### src/rtl/cla_pipe_adder16_pkg.sv
// Shared constants and the pipeline stage record for the 16-bit pipelined CLA adder.
package cla_pipe_adder16_pkg;

  localparam int unsigned SLICE_W    = 4;
  localparam int unsigned NSLICE_DEF = 4;
  localparam int unsigned DATA_W     = SLICE_W * NSLICE_DEF;

  // One pipeline stage: partial sum nibbles produced so far, carry out of the
  // highest finished nibble, and the operands whose upper nibbles are still pending.
  typedef struct packed {
    logic              valid;
    logic [DATA_W-1:0] psum;
    logic              carry;
    logic [DATA_W-1:0] a_rem;
    logic [DATA_W-1:0] b_rem;
  } stage_t;

endpackage

### src/rtl/cla_pipe_adder16_if.sv
// Operand/result handshake bundle for cla_pipe_adder16.
interface cla_pipe_adder16_if;

  logic                                     in_valid;
  logic                                     in_ready;
  logic [cla_pipe_adder16_pkg::DATA_W-1:0]  a;
  logic [cla_pipe_adder16_pkg::DATA_W-1:0]  b;
  logic                                     cin;
  logic                                     out_valid;
  logic                                     out_ready;
  logic [cla_pipe_adder16_pkg::DATA_W-1:0]  sum;
  logic                                     cout;
  logic                                     ovf;

  // Producer/consumer side: drives operands and accepts results.
  modport master (
    output in_valid, a, b, cin, out_ready,
    input  in_ready, out_valid, sum, cout, ovf
  );

  // Adder side.
  modport slave (
    input  in_valid, a, b, cin, out_ready,
    output in_ready, out_valid, sum, cout, ovf
  );

endinterface

### src/rtl/cla_pipe_adder16_slice.sv
// Purely combinational 4-bit carry-lookahead slice.
module cla_pipe_adder16_slice
  import cla_pipe_adder16_pkg::*;
(
  input  logic [SLICE_W-1:0] a_i,
  input  logic [SLICE_W-1:0] b_i,
  input  logic               c_i,
  output logic [SLICE_W-1:0] s_o,
  output logic               c3_o,
  output logic               c4_o
);

  logic [SLICE_W-1:0] g;
  logic [SLICE_W-1:0] p;
  logic [SLICE_W:0]   c;

  assign g = a_i & b_i;
  assign p = a_i ^ b_i;

  // Lookahead carries, each flattened directly from c_i.
  always_comb begin
    c[0] = c_i;
    c[1] = g[0] | (p[0] & c_i);
    c[2] = g[1] | (p[1] & g[0]) | (p[1] & p[0] & c_i);
    c[3] = g[2] | (p[2] & g[1]) | (p[2] & p[1] & g[0]) | (p[2] & p[1] & p[0] & c_i);
    c[4] = g[3] | (p[3] & g[2]) | (p[3] & p[2] & g[1]) | (p[3] & p[2] & p[1] & g[0])
         | (p[3] & p[2] & p[1] & p[0] & c_i);
  end

  assign s_o  = p ^ c[SLICE_W-1:0];
  assign c3_o = c[3];
  assign c4_o = c[4];

endmodule

### src/rtl/cla_pipe_adder16.sv
// Pipelined 16-bit adder: one CLA slice and one register stage per nibble,
// valid/ready on both sides with a single global advance.
module cla_pipe_adder16
  import cla_pipe_adder16_pkg::*;
#(
  parameter int unsigned NSLICE = NSLICE_DEF
)
(
  input  logic               clk,
  input  logic               rst,
  cla_pipe_adder16_if.slave  bus
);

  stage_t             st_q [NSLICE];
  stage_t             st_d [NSLICE];
  logic               ovf_q;
  logic               ovf_d;
  logic               adv;
  logic [SLICE_W-1:0] sl_a [NSLICE];
  logic [SLICE_W-1:0] sl_b [NSLICE];
  logic [SLICE_W-1:0] sl_s [NSLICE];
  logic [NSLICE-1:0]  sl_ci;
  logic [NSLICE-1:0]  sl_c3;
  logic [NSLICE-1:0]  sl_co;
  logic               unused_tail;

  assign adv = !st_q[NSLICE-1].valid || bus.out_ready;

  assign bus.in_ready  = adv;
  assign bus.out_valid = st_q[NSLICE-1].valid;
  assign bus.sum       = st_q[NSLICE-1].psum;
  assign bus.cout      = st_q[NSLICE-1].carry;
  assign bus.ovf       = ovf_q;

  // Last stage has no consumer for its operand copies; only carry-in-to-MSB of
  // the final slice matters.
  assign unused_tail = ^{st_q[NSLICE-1].a_rem, st_q[NSLICE-1].b_rem, sl_c3};

  for (genvar k = 0; k < NSLICE; k++) begin : g_slice
    if (k == 0) begin : g_head
      assign sl_a[k]  = bus.a[SLICE_W-1:0];
      assign sl_b[k]  = bus.b[SLICE_W-1:0];
      assign sl_ci[k] = bus.cin;
    end else begin : g_body
      assign sl_a[k]  = st_q[k-1].a_rem[SLICE_W*k +: SLICE_W];
      assign sl_b[k]  = st_q[k-1].b_rem[SLICE_W*k +: SLICE_W];
      assign sl_ci[k] = st_q[k-1].carry;
    end

    cla_pipe_adder16_slice u_slice (
      .a_i  (sl_a[k]),
      .b_i  (sl_b[k]),
      .c_i  (sl_ci[k]),
      .s_o  (sl_s[k]),
      .c3_o (sl_c3[k]),
      .c4_o (sl_co[k])
    );
  end

  // Next-state of every stage: each adds its own nibble onto the record from upstream.
  always_comb begin
    // Stage 0 only loads when adv=1, and in_ready==adv, so in_valid alone is the accept.
    st_d[0]                    = '0;
    st_d[0].valid              = bus.in_valid;
    st_d[0].psum[SLICE_W-1:0]  = sl_s[0];
    st_d[0].carry              = sl_co[0];
    st_d[0].a_rem              = bus.a;
    st_d[0].b_rem              = bus.b;
    for (int unsigned k = 1; k < NSLICE; k++) begin
      st_d[k]                             = st_q[k-1];
      st_d[k].psum[SLICE_W*k +: SLICE_W]  = sl_s[k];
      st_d[k].carry                       = sl_co[k];
    end
    ovf_d = sl_c3[NSLICE-1] ^ sl_co[NSLICE-1];
  end

  // Stage registers: cleared on reset, shift together on adv, otherwise hold.
  always_ff @(posedge clk) begin
    if (rst) begin
      for (int unsigned k = 0; k < NSLICE; k++) begin
        st_q[k] <= '0;
      end
      ovf_q <= 1'b0;
    end else if (adv) begin
      for (int unsigned k = 0; k < NSLICE; k++) begin
        st_q[k] <= st_d[k];
      end
      ovf_q <= ovf_d;
    end
  end

endmodule

### src/flat_wrapper.sv
// flat-port wrapper written by rule: the top's interface ports become plain ports
module cla_pipe_adder16_flat import cla_pipe_adder16_pkg::*;
#(
  parameter int unsigned NSLICE = NSLICE_DEF
)
  (clk, rst, bus_in_valid, bus_a, bus_b, bus_cin, bus_out_ready, bus_in_ready, bus_out_valid, bus_sum, bus_cout, bus_ovf);
  cla_pipe_adder16_if bus_i ();
  input  logic clk;
  input  logic rst;
  input wire logic [$bits(bus_i.in_valid)-1:0] bus_in_valid;
  input wire logic [$bits(bus_i.a)-1:0] bus_a;
  input wire logic [$bits(bus_i.b)-1:0] bus_b;
  input wire logic [$bits(bus_i.cin)-1:0] bus_cin;
  input wire logic [$bits(bus_i.out_ready)-1:0] bus_out_ready;
  output wire logic [$bits(bus_i.in_ready)-1:0] bus_in_ready;
  output wire logic [$bits(bus_i.out_valid)-1:0] bus_out_valid;
  output wire logic [$bits(bus_i.sum)-1:0] bus_sum;
  output wire logic [$bits(bus_i.cout)-1:0] bus_cout;
  output wire logic [$bits(bus_i.ovf)-1:0] bus_ovf;
  assign bus_i.in_valid = bus_in_valid;
  assign bus_i.a = bus_a;
  assign bus_i.b = bus_b;
  assign bus_i.cin = bus_cin;
  assign bus_i.out_ready = bus_out_ready;
  assign bus_in_ready = bus_i.in_ready;
  assign bus_out_valid = bus_i.out_valid;
  assign bus_sum = bus_i.sum;
  assign bus_cout = bus_i.cout;
  assign bus_ovf = bus_i.ovf;
  cla_pipe_adder16 #(.NSLICE(NSLICE)) u_core (.clk(clk), .rst(rst), .bus(bus_i));
endmodule
### config.mk
export PLATFORM = sky130hd
export DESIGN_NAME = cla_pipe_adder16_flat
export DESIGN_NICKNAME = d
export VERILOG_FILES = /design/src/rtl/cla_pipe_adder16_pkg.sv /design/src/rtl/cla_pipe_adder16_if.sv /design/src/rtl/cla_pipe_adder16_slice.sv /design/src/rtl/cla_pipe_adder16.sv /design/src/flat_wrapper.sv
export SDC_FILE = /design/constraint.sdc
export NUM_CORES = 1
export LEC_CHECK = 0
export CAP_MARGIN = 20
export CORE_MARGIN = 4
export CORE_UTILIZATION = 23
export CTS_CLUSTER_DIAMETER = 200
export DETAILED_ROUTE_END_ITERATION = 10
export HOLD_SLACK_MARGIN = 0.06
export PLACE_DENSITY = 0.43
export SYNTH_ARGS = -nofsm -noshare
export SYNTH_HDL_FRONTEND = slang
export SYNTH_SLANG_ARGS = --single-unit
### constraint.sdc
create_clock -name clk -period 4.3 [get_ports clk]
set_clock_uncertainty 0.15 [all_clocks]
set_input_delay 1.075 -clock clk [delete_from_list [all_inputs] [get_ports clk]]
set_output_delay 1.075 -clock clk [all_outputs]
set_load 0.02 [all_outputs]
# After elaboration in Yosys (flattened, before gate mapping)
# Memories as Yosys holds them, arrays and structs flattened.
# Index checks and enable logic that the tools add are counted.
[word_totals]
register_bits = 1
mem_bits_rw = 200
inputBits = 37
output_inout_bits = 20
wordCells = 134
memories = 1
[op_classes]
n_mux = 9
bitwise = 121
reduce_logical = 2
[memory_table]
columns = ["name", "words", "width", "rd", "rd_clocked_by_memory_dff", "wr", "line_no", "rtl"]
rows = [
  ["u_core.st_q", 4, 50, 4, 0, 4, "cla_pipe_adder16.sv:14", "stage_t st_q [NSLICE];"],
]
[ops]
columns = ["operator", "count"]
rows = [
  ["$mux 50", 4],
  ["$and 1x1->1", 64],
  ["$or 1x1->1", 44],
  ["$xor 4x4->4", 8],
  ["$and 4x4->4", 4],
  ["$mux 1", 5],
  ["$logic_not 1->1", 1],
  ["$logic_or 1x1->1", 1],
  ["$xor 1x1->1", 1],
]

# Depth between registers and ports, before layout
# An unclocked memory read counts as a cell.
[logic_depth]
depth_word = 8
ltp_mapped = 5
ltp_nobuf = 4

# By module
# Synthesis repeated with hierarchy kept, for this count alone.
[hier_totals]
hier_cells = 285
area_unflattened_um2 = 4491.8
[modules_own_cells]
columns = ["mod", "instances", "cells_each", "area_each_um2", "seq_area_each_um2"]
rows = [
  ["cla_pipe_adder16", 1, 221, 3901.2, 2902.8],
  ["cla_pipe_adder16_slice at u_core.g_slice[0].u_slice ...", 2, 18, 155.1, 0.0],
  ["cla_pipe_adder16_slice at u_core.g_slice[2].u_slice ...", 2, 14, 140.1, 0.0],
]

# Worst setup path before layout
# Ideal clock, no wire load.
[synth_timing]
kind = "input to register"
startpoint = "input bus_out_ready"
endpoint = "memory u_core.st_q[0][10] (netlist bit), enable pin"
setup_time_ps = 471
t_arrival_ps = 3774
t_required_ps = 3679
path_slack_ps = -95
stages = 4
path_buffers = 2
path_cell_list = "nand2b_4 buf_6 buf_6 nand2b_1"
[synth_rtl]
columns = ["item", "line_no", "rtl"]
rows = [
  ["from (decl)", "flat_wrapper.sv:14", "input wire logic [$bits(bus_i.out_ready)-1:0] bus_out_ready;"],
  ["to (decl)", "cla_pipe_adder16.sv:14", ""],
]

# Final worst setup path
[layout_timing]
startpoint = "input bus_out_ready"
endpoint = "output bus_in_ready"
[layout_between]
elab_chain_len = 1
[layout_lines]
columns = ["item", "line_no", "rtl"]
rows = [
  ["$logic_or 1x1->1", "cla_pipe_adder16.sv:27", "assign adv = !st_q[NSLICE-1].valid || bus.out_ready;"],
  ["to (decl)", "flat_wrapper.sv:15", "output wire logic [$bits(bus_i.in_ready)-1:0] bus_in_ready;"],
]
# Every way passes these cells.

==> flow_metrics.env <==
export IMPL_status="finished clean"
export IMPL_rsz0062_at_grt="no"
export IMPL_start_kind="input pin"
export IMPL_cp_arrival_ns=2.35
export IMPL_path_buf_inv=2
export IMPL_drt_iter0_drc=171
export IMPL_clkLatencyLatePin_ns=0.33
export IMPL_grt_pass1_wl_um=12700
export IMPL_fin_cells=577
export IMPL_fmax_mhz=280
export IMPL_cts_tree="built"
export IMPL_postCtsResizedCells=0
export IMPL_ant_nets=0
export IMPL_dp_hpwl_um=4920
export IMPL_die_h_um=145
export IMPL_grt_pass1_vias=2469
export IMPL_synth_edf_count=96
export IMPL_layout_drive_gt1_share=0.0776
export IMPL_start_util=0.237
export IMPL_seqCellArea_um2=2900
export IMPL_die_w_um=145
export IMPL_cp_cell_sequence="clkdlybuf4s50_1 -> nand2b_4 -> clkdlybuf4s50_1"
export IMPL_cts_max_path_buffers=2
export IMPL_hold_violations=0
export IMPL_setup_viol=0
export IMPL_max_cap_violations=0
export IMPL_fin_crit_ns=3.57
export IMPL_final_nets=401
export IMPL_ys_flop_type="edfxtp_1"
export IMPL_cts_inserted_buffers=9
export IMPL_postCtsSetupBuffers=0
export IMPL_ir_drop_v=0.000191
export IMPL_ys_seq_area_frac=0.673
export IMPL_drt_drc_violations_left=0
export IMPL_h_tree_depth=3
export IMPL_vias_per_cell=4.21
export IMPL_cp_slowest_cell="clkdlybuf4s50_1"
export IMPL_dr_pass1_iters=4
export IMPL_slew_headroom=0.482
export IMPL_nFillCells=1788
export IMPL_yosys_warnings=0
export IMPL_ctsRootBufferMaster="clkbuf_16"
export IMPL_row_count=49
export IMPL_netlist_instances=293
export IMPL_synth_nets=350
export IMPL_synthTopCellsByCount="96 x edfxtp_1, 79 x and3_1, 16 x ha_1"
export IMPL_dr_wl_met3_um=457
export IMPL_grt_max_degree=90
export IMPL_period_share=0.831
export IMPL_crit_top_cell="clkdlybuf4s50_1"
export IMPL_slew_viol_final=0
export IMPL_grt_overflow=0
export IMPL_yosys_top_cells_area="edfxtp_1 67%, and3_1 11%, ha_1 4.6%"
export IMPL_io_pin_count=57
export IMPL_place_inst=562
export IMPL_worst_slew_pin_slew_ns=0.777
export IMPL_die_area_um2=21000
export IMPL_top_layer_used="met4"
export IMPL_clkTransAtPathRegs_ns=0.06
export IMPL_synth_most_common_cell="edfxtp_1"
export IMPL_synth_top_area_share=0.668
export IMPL_wl_per_cell_um=13.6
export IMPL_antenna_diode_count=0
export IMPL_vias=2429
export IMPL_ctsHoldBuffers=0
export IMPL_max_stage_delay_ns=0.62
export IMPL_wl_um=7830
export IMPL_place_gp_congestion=0.717
export IMPL_drt_met1_wl_um=3630
export IMPL_multiInputGateArea_um2=1260
export IMPL_area_delta_synth_final_pct=25.1
export IMPL_end_kind="output port"
export IMPL_numPortBuffers=56
export IMPL_synth_seq_cells=97
export IMPL_grt_util_all_layers=0.0756
export IMPL_p_per_area_nw_per_um2=392
export IMPL_dr_wl_met2_um=3630
export IMPL_synth_async_reset_ratio=0
export IMPL_synth_top_area_cell="edfxtp_1"
export IMPL_worstPathRequired_ns=3.07
export IMPL_path_max_fanout=3
export IMPL_antenna_found_initial=0
export IMPL_core_um2=18200
export IMPL_critical_path_top_delay_family="buffers and inverters"
export IMPL_cts_sinks=97
export IMPL_syn_area_um2=4320
export IMPL_synth_avg_cell_area_um2=14.7
export IMPL_power_leakage_uw=0.00240
export IMPL_tns_ns=0
export IMPL_worstSetupPathType="input pin to output port"
export IMPL_min_path_type="flop to flop"
export IMPL_ys_types=37
==> worst paths after layout <==
| kind | slack [ns] | depth (start not counted) | startpoint | end |
|---|---|---|---|---|
| max reg2reg | 2.28 | 4 | u_core.st_q[3][49] | u_core.st_q[3][32] |
| min reg2reg | 0.40 | 1 | u_core.st_q[1][13] | u_core.st_q[2][13] |
| max | 0.73 | 3 | bus_out_ready | bus_in_ready |
| min | 0.40 | 1 | u_core.st_q[1][13] | u_core.st_q[2][13] |
==> final cells by class <==
cell class	count	area share
multi-input combinational	163	0.233
inverter	13	0.00904
sequential	97	0.538
clock inverter	4	0.0127
timing repair buffer	60	0.112
tap	229	0.0531
clock buffer	11	0.0431
==> routing by layer <==
| layer | global-route usage | vias to the layer above |
|---|---|---|
| met4 | 0.0261 | 0 |
| met3 | 0.0281 | 9 |
| li1 | - | 1210 |
| met2 | 0.121 | 57 |
| met5 | 0 | - |
| met1 | 0.0947 | 1153 |
==> logic make-up after synthesis <==
group	count (synthesis)	synth area share
AOI/OAI and AO/OA	27	0.0525
and+or+nand+nor	108	0.155
xor gates and xnor gates	4	0.00812
DFF	97	0.673
muxes	4	0.00928
buffers and inverters	33	0.0380
adders and majority gates	20	0.0649
==> power breakdown <==
part,switching [uW],total (uW),internal [uW]
Sequential,15.8,1120,1100
Clock,317,821,504
Combinational,84.2,179,95.2
Total,417,2120,1700
==> state kept, by name, indices dropped and copies added, names as in the netlist <==
name / flops
u_core.st_q: 96
u_core.bus.ovf: 1
==> worst register-to-register path, cell delays in order (launching register included) <==
cell	delay (ns)
edfxtp_1	0.43
nand2b_4	0.14
buf_4	0.63
and2_4	0.36
o2bb2ai_1	0.15
==> layout by cell type, fill, tap and decap left out, types with 3 or more instances in the layout <==
cell / n
inv_1: 12
a211oi_1: 3
and3_1: 79
buf_4: 3
o2bb2ai_1: 4
fa_1: 4
a21o_1: 4
clkbuf_16: 9
edfxtp_1: 96
ha_1: 16
nor2_1: 10
nand3b_1: 4
a211o_1: 5
xor2_1: 4
clkdlybuf4s50_1: 56
nand3_1: 5
mux2i_1: 4
==> through the flow <==
| step | power, uW | cell area, um2 | hold WS [ns] | setup slack (ns) | utilization |
|---|---|---|---|---|---|
| 6_report | 2120 | 5400 | 0.401 | 0.727 | 0.297 |
| 5_1_grt | 2210 | 5400 | 0.409 | 0.695 | 0.297 |
| 4_1_cts | 2150 | 5400 | 0.402 | 0.714 | 0.297 |
| 3_5_place_dp | 1320 | 5100 | 0.387 | 0.733 | 0.280 |
| 3_3_place_gp | 1320 | 5100 | 0.380 | 0.718 | 0.280 |
| 2_1_floorplan | 1240 | 4320 | 0.378 | 1.03 | - |
(Power assumes the default switching activity.)
